$ cat src/rtl/multiplier_shift_add.sv
// Sequential shift-add multiply-accumulate: n = q*d + r, one quotient bit per clock.
// Optional operand check (rem_err) built when MUL_SHIFT_ADD_CHECK_EN is defined.
module multiplier_shift_add #(
   parameter int WN = 8,
   parameter int WD = 6
) (
   input  logic             clk,
   input  logic             rst_n,
   input  logic             start,
   input  logic [WN-1:0]    q_in,
   input  logic [WD-1:0]    d_in,
   input  logic [WD-1:0]    r_in,
   output logic             busy,
   output logic             done,
   output logic [WN+WD-1:0] n_out,
   output logic             rem_err
);

   localparam int WR = WN + WD;
   localparam int CW = $clog2(WN + 1);

   typedef enum logic {
      IDLE = 1'b0,
      RUN  = 1'b1
   } state_t;

   state_t        state;
   state_t        state_nx;
   logic [WN-1:0] q_reg;
   logic [WR-1:0] d_sh;
   logic [WR-1:0] acc;
   logic [WR-1:0] acc_sum;
   logic [CW-1:0] cnt;
   logic          last;
   logic          take;

   assign take    = (state == IDLE) && start;
   assign last    = (cnt == CW'(WN - 1));
   assign acc_sum = acc + (q_reg[0] ? d_sh : '0);

   // State register
   always_ff @(posedge clk or negedge rst_n) begin
      if (!rst_n) state <= IDLE;
      else        state <= state_nx;
   end

   // Next-state logic: run exactly WN iterations per request
   always_comb begin
      state_nx = state;
      unique case (state)
         IDLE: if (start) state_nx = RUN;
         RUN:  if (last)  state_nx = IDLE;
         default: state_nx = IDLE;
      endcase
   end

   // Output decode: busy follows the registered state
   always_comb begin
      busy = 1'b0;
      unique case (state)
         IDLE: busy = 1'b0;
         RUN:  busy = 1'b1;
         default: busy = 1'b0;
      endcase
   end

   // Datapath: latch operands on start, then shift-add LSB first
   always_ff @(posedge clk or negedge rst_n) begin
      if (!rst_n) begin
         q_reg <= '0;
         d_sh  <= '0;
         acc   <= '0;
         cnt   <= '0;
         n_out <= '0;
         done  <= 1'b0;
      end else begin
         done <= 1'b0;
         if (take) begin
            q_reg <= q_in;
            d_sh  <= WR'(d_in);
            acc   <= WR'(r_in);
            cnt   <= '0;
         end else if (state == RUN) begin
            acc   <= acc_sum;
            d_sh  <= d_sh << 1;
            q_reg <= q_reg >> 1;
            cnt   <= cnt + CW'(1);
            if (last) begin
               n_out <= acc_sum;
               done  <= 1'b1;
            end
         end
      end
   end

`ifdef MUL_SHIFT_ADD_CHECK_EN
   // Flag operand sets that no valid division could have produced
   always_ff @(posedge clk or negedge rst_n) begin
      if (!rst_n)    rem_err <= 1'b0;
      else if (take) rem_err <= (r_in >= d_in);
   end
`else
   assign rem_err = 1'b0;
`endif

endmodule

$ cat config.mk
export PLATFORM = sky130hd
export DESIGN_NAME = multiplier_shift_add
export DESIGN_NICKNAME = d
export VERILOG_FILES = /design/src/rtl/multiplier_shift_add.sv
export SDC_FILE = /design/constraint.sdc
export NUM_CORES = 1
export LEC_CHECK = 0
export CORE_ASPECT_RATIO = 0.8
export CORE_MARGIN = 4
export CORE_UTILIZATION = 50
export DETAILED_ROUTE_END_ITERATION = 10
export HOLD_SLACK_MARGIN = 0.02
export PLACE_DENSITY = 0.74
export SLEW_MARGIN = 20
export SYNTH_ARGS = -nofsm -noshare
export SYNTH_HDL_FRONTEND = slang
export SYNTH_SLANG_ARGS = --single-unit
$ cat constraint.sdc
create_clock -name clk -period 2.8 [get_ports clk]
set_input_delay 0.28 -clock clk [delete_from_list [all_inputs] [get_ports clk]]
set_output_delay 0.28 -clock clk [all_outputs]
set_load 0.005 [all_outputs]
======== Word level (Yosys, flattened, before mapping) ========
Cells that the tools add are included.
operators by class
  add/subtract/negate cells ............... 2
  equal/unequal tests ..................... 1
  multiplexer cells ....................... 16
  bitwise logic cells ..................... 2
  reductions and logical operators ........ 3
operators by type and width
  operator             count
  $mux 14              5
  $mux 8               2
  $add 14x14->14       1
  $mux 4               2
  $mux 1               5
  $add 4x1->4 const B  1
  $eq 4x3->1 const B   1
  $pmux 1 s2           2
  $reduce_and 3->1     1
  $not 1->1            2
  $reduce_bool 2->1    1
  $logic_and 1x1->1    1
word-level totals
  register bits after elaboration ......... 56
  bits of input ports ..................... 23
  output and inout port bits .............. 17
  word-level logic and storage cells ...... 31

======== Depth between registers and ports, before layout ========
  word-level depth ........................ 4
  depth in mapped cells ................... 10
  gate-level depth less buffers ........... 10

======== Least setup slack after synthesis ========
Ideal clock, no wire load.
  path type ............................... flip-flop to flip-flop
  start ................................... register q_reg[0]
  end ..................................... register n_out[9]
  setup time .............................. 0.125 ns
  arrival ................................. 2.072 ns
  required time ........................... 2.675 ns
  path slack .............................. 0.603 ns
  cell stages (with the launch flop) ...... 10
  path buffers ............................ 1
  clock period less this slack ............ 2.197 ns
  path through ............................ dfrtp_1 -> clkbuf_1 -> and2_1 -> ha_1 -> and3_4 -> and3_1 -> a21oi_2 -> and2b_1 -> xnor2_1 -> mux2_2
on the way
  cells in the longest elaborated chain, start to end .. 2
ends and longest elaborated chain
  item                    RTL line  RTL
  from (decl)             29        logic [WN-1:0] q_reg;
  from (signal assigned)  79        q_reg <= q_in;
  from (signal assigned)  86        q_reg <= q_reg >> 1;
  $mux 14                 39        assign acc_sum = acc + (q_reg[0] ? d_sh : '0);
  $add 14x14->14          39
  to (signal assigned)    89        n_out <= acc_sum;
  to (decl)               15        output logic [WN+WD-1:0] n_out,
No other way between the ends.
A chain may end at the register's enable or synchronous reset.

======== Worst setup path after layout ========
  start ................................... register q_reg[0]
  end ..................................... register n_out[10]
Same word-level chain as after synthesis.

==> metrics <==
status complete, no violations; crit-path cells and2_1 -> ha_1 -> inv_1 -> fa_1 -> nor2b_1 -> o21ai_2 -> o21ai_2 -> a311oi_2 -> xnor2_1 -> mux2_4; Max-Cap Viols 0; pwr dens slightly above 900 nW/um^2; Synth Warn # 0; initial cell density of the core 0.532; worst-skew pair later-pin latency between 0.3 and 0.4 ns; # H-tree levels 2; Num CTS Buffers 5; vias in the first global route approximately 2.2k; clock skew 0.00462 ns; Hold Vio Cnt, Final 0; Final min period 2.55 ns; Clk Tree Root Cell clkbuf_8; post-placement cell area 3430 sq um; Post-CTS Hold Buffers 1; hold endpoint n_out[0]$_DFFE_PN0P_; Layout Nets 370; Mapped Area 2990 sq um; Crit Path Max Fanout 15; Port Buffers 38; Core Region approximately 5600 sq um; R2R setup slack about 0.25 ns; Post-CTS Setup Repair Bufs 0; final slew viol count 0; Hold Path Depth 2; share of cells above drive strength 1 0.0901; GRT Total Usage 0.182; Post-synth EDFFs 0; Final Cycle Share 0.911; Area Overhead vs Synth 19.4%; Placement Setup Slack roughly 0.25 ns; CP startpoint kind register; cell taking the most area after synthesis dfrtp_1; # diodes 0; RSZ-0062 raised after global routing false; pin count of the biggest net entering global routing 68; sequential element share of the synthesized area 0.469; grt ovf 0; Least-Margin Pin Slew between 0.8 and 0.9 ns; DRC viols 0; Post-Synthesis Cells about 300; # resized after CTS 0; final setup fails 0; syn nets 336; CP Data Required Time 3.01 ns; Die Area about 7300 sq um; worst r2r src q_reg[0]$_DFFE_PN0P_; largest registers acc: 14 flops, d_sh: 14 flops, n_out: 14 flops; antenna-violating nets left 0; post-synthesis cell type count 42; Via Count between 2k and 2.5k; Area contributors post-synth dfrtp_1, nand2_1, mux2i_1, ha_1, o21ai_0; Pleak ~1.7 nW; maximum operating frequency 0.392 GHz; Crit Path Class reg2reg; TritonCTS Sinks 56; io pins 40; FF-to-FF path depth 10; chip width roughly 94 um; final instance area about 3600 sq um; initial antenna violation count 0; crit path launch q_reg[0]$_DFFE_PN0P_; drt initial violations 132; Setup WS post-layout 0.249 ns; final wirelength between 5000 and 6000 um; max_slew headroom 0.423; Crit path largest cell delay approximately 0.55 ns; die height slightly below 80 um; CP Capture Type register; GPL Wtd Cong ~0.8; CTS tree yes; most used cell, CP o21ai_2; crit path DAT about 2.8 ns; Wirelength per Cell 14.4 um; HP Start n_out[0]$_DFFE_PN0P_; 1st-pass router iterations 4; RR Endpoint n_out[10]$_DFFE_PN0P_; count of state elements after synthesis between 50 and 60; Mean Syn Cell Area approximately 10 sq um; Worst path slowest cell dfrtp_1; Async S/R FF share, synth 1.00; Reg clk slew, reported paths ~0.10 ns; Worst VDD drop 391 uV; first-pass GRT wire length about 10000 um; worst hold path class reg2reg; Max Root-Sink Buffers 2; Core Rows 24; HPWL after DPL 4340 um; post-DR vias/cell about 5.4; utilization after layout 0.635; setup TNS 0 ns; dominant synthesized flop cell dfrtp_1; area share of the largest cell type after synthesis 0.469
## kinds of logic (layout without fill, tap and decap cells)
family / count (synthesis) / in the layout / synth area share
other: 1 / 1 / 0.00126
AO/OA/AOI/OAI: 79 / 79 / 0.167
XOR/XNOR: 15 / 15 / 0.0440
flip-flops: 56 / 56 / 0.469
adder cells (fa/ha/maj): 15 / 15 / 0.0654
multiplexers: 26 / 26 / 0.0917
buffers and inverters: 23 / 58 / 0.0339
AND/OR/NAND/NOR: 83 / 83 / 0.128
## power breakdown
part           switching (mW)  internal (mW)  total (mW)
sequential              0.220           1.14        1.36
clock                   0.263          0.316       0.579
combinational           0.666          0.674        1.34
## layout by cell type (no fill, tap or decap), drive strengths merged, types with 5 or more instances in the layout
master         instances
mux2                   8
nor2b                  5
buf                    5
a21oi                 18
ha                    14
nand2                 52
clkdlybuf4s50         37
a211oi                 5
o21ai                 34
clkbuf                 7
inv                    6
xor2                   5
xnor2                 10
a22o                  10
nor2                   6
mux2i                 18
and2                  12
dfrtp                 56
## metrics by stage
step                hold slack, ns  power, mW  instances
finish                       0.489       3.28        411
global route                 0.528       3.55        411
CTS                          0.491       3.30        411
detailed placement           0.348       2.73        402
global placement             0.351       2.68        402
floorplan                  -0.0156       2.24        298
## synthesized netlist by cell type (5+ instances only)
| library cell | n |
|---|---|
| a211oi_1 | 5 |
| a21oi_1 | 16 |
| a22o_1 | 9 |
| and2_1 | 12 |
| clkbuf_1 | 9 |
| dfrtp_1 | 56 |
| ha_1 | 14 |
| inv_1 | 6 |
| mux2_2 | 7 |
| mux2i_1 | 18 |
| nand2_1 | 52 |
| nor2_1 | 6 |
| nor2b_1 | 5 |
| o21ai_0 | 32 |
| xnor2_1 | 10 |
| xor2_1 | 5 |
## metal layers
metal,track usage,share of wire,vias to the layer above
met1,0.274,0.50,1046
met5,0,0,-
met4,0.0606,0.015,0
met3,0.0401,0.052,8
met2,0.257,0.43,52
li1,-,-,1100
## worst max path at each step
| stage | endpoint | slack, ns | depth (start not counted) |
|---|---|---|---|
| after CTS | n_out[8]$_DFFE_PN0P_ | 0.22 | 10 |
| after global placement | n_out[10]$_DFFE_PN0P_ | 0.34 | 10 |
| after detailed placement | n_out[8]$_DFFE_PN0P_ | 0.25 | 10 |
| after floorplan | n_out[9]$_DFFE_PN0P_ | 0.60 | 9 |
| final | n_out[10]$_DFFE_PN0P_ | 0.25 | 10 |
| after global routing | n_out[8]$_DFFE_PN0P_ | 0.02 | 10 |
## area by class of cell
| class | count | area [sq um] |
|---|---|---|
| fillers | 469 | 2050 |
| well taps | 78 | 97.6 |
| clock inverters | 1 | 30.0 |
| inverters | 7 | 26.3 |
| repair buffers | 43 | 428 |
| flip-flops and latches | 56 | 1400 |
| multi-input cells | 219 | 1480 |
| clock buffers | 7 | 96.3 |
## critical path, delay by kind of cell (launching register included)
kind                       cells  cell delay [ns]
xor gates and xnor gates       1             0.17
and+or+nand+nor                2             0.33
AOI/OAI and AO/OA              3             0.49
muxes                          1             0.26
DFF                            1             0.55
buffers and inverters          1             0.06
adders and majority gates      2             0.58
No activity file was read; power rests on OpenSTA's default activity.
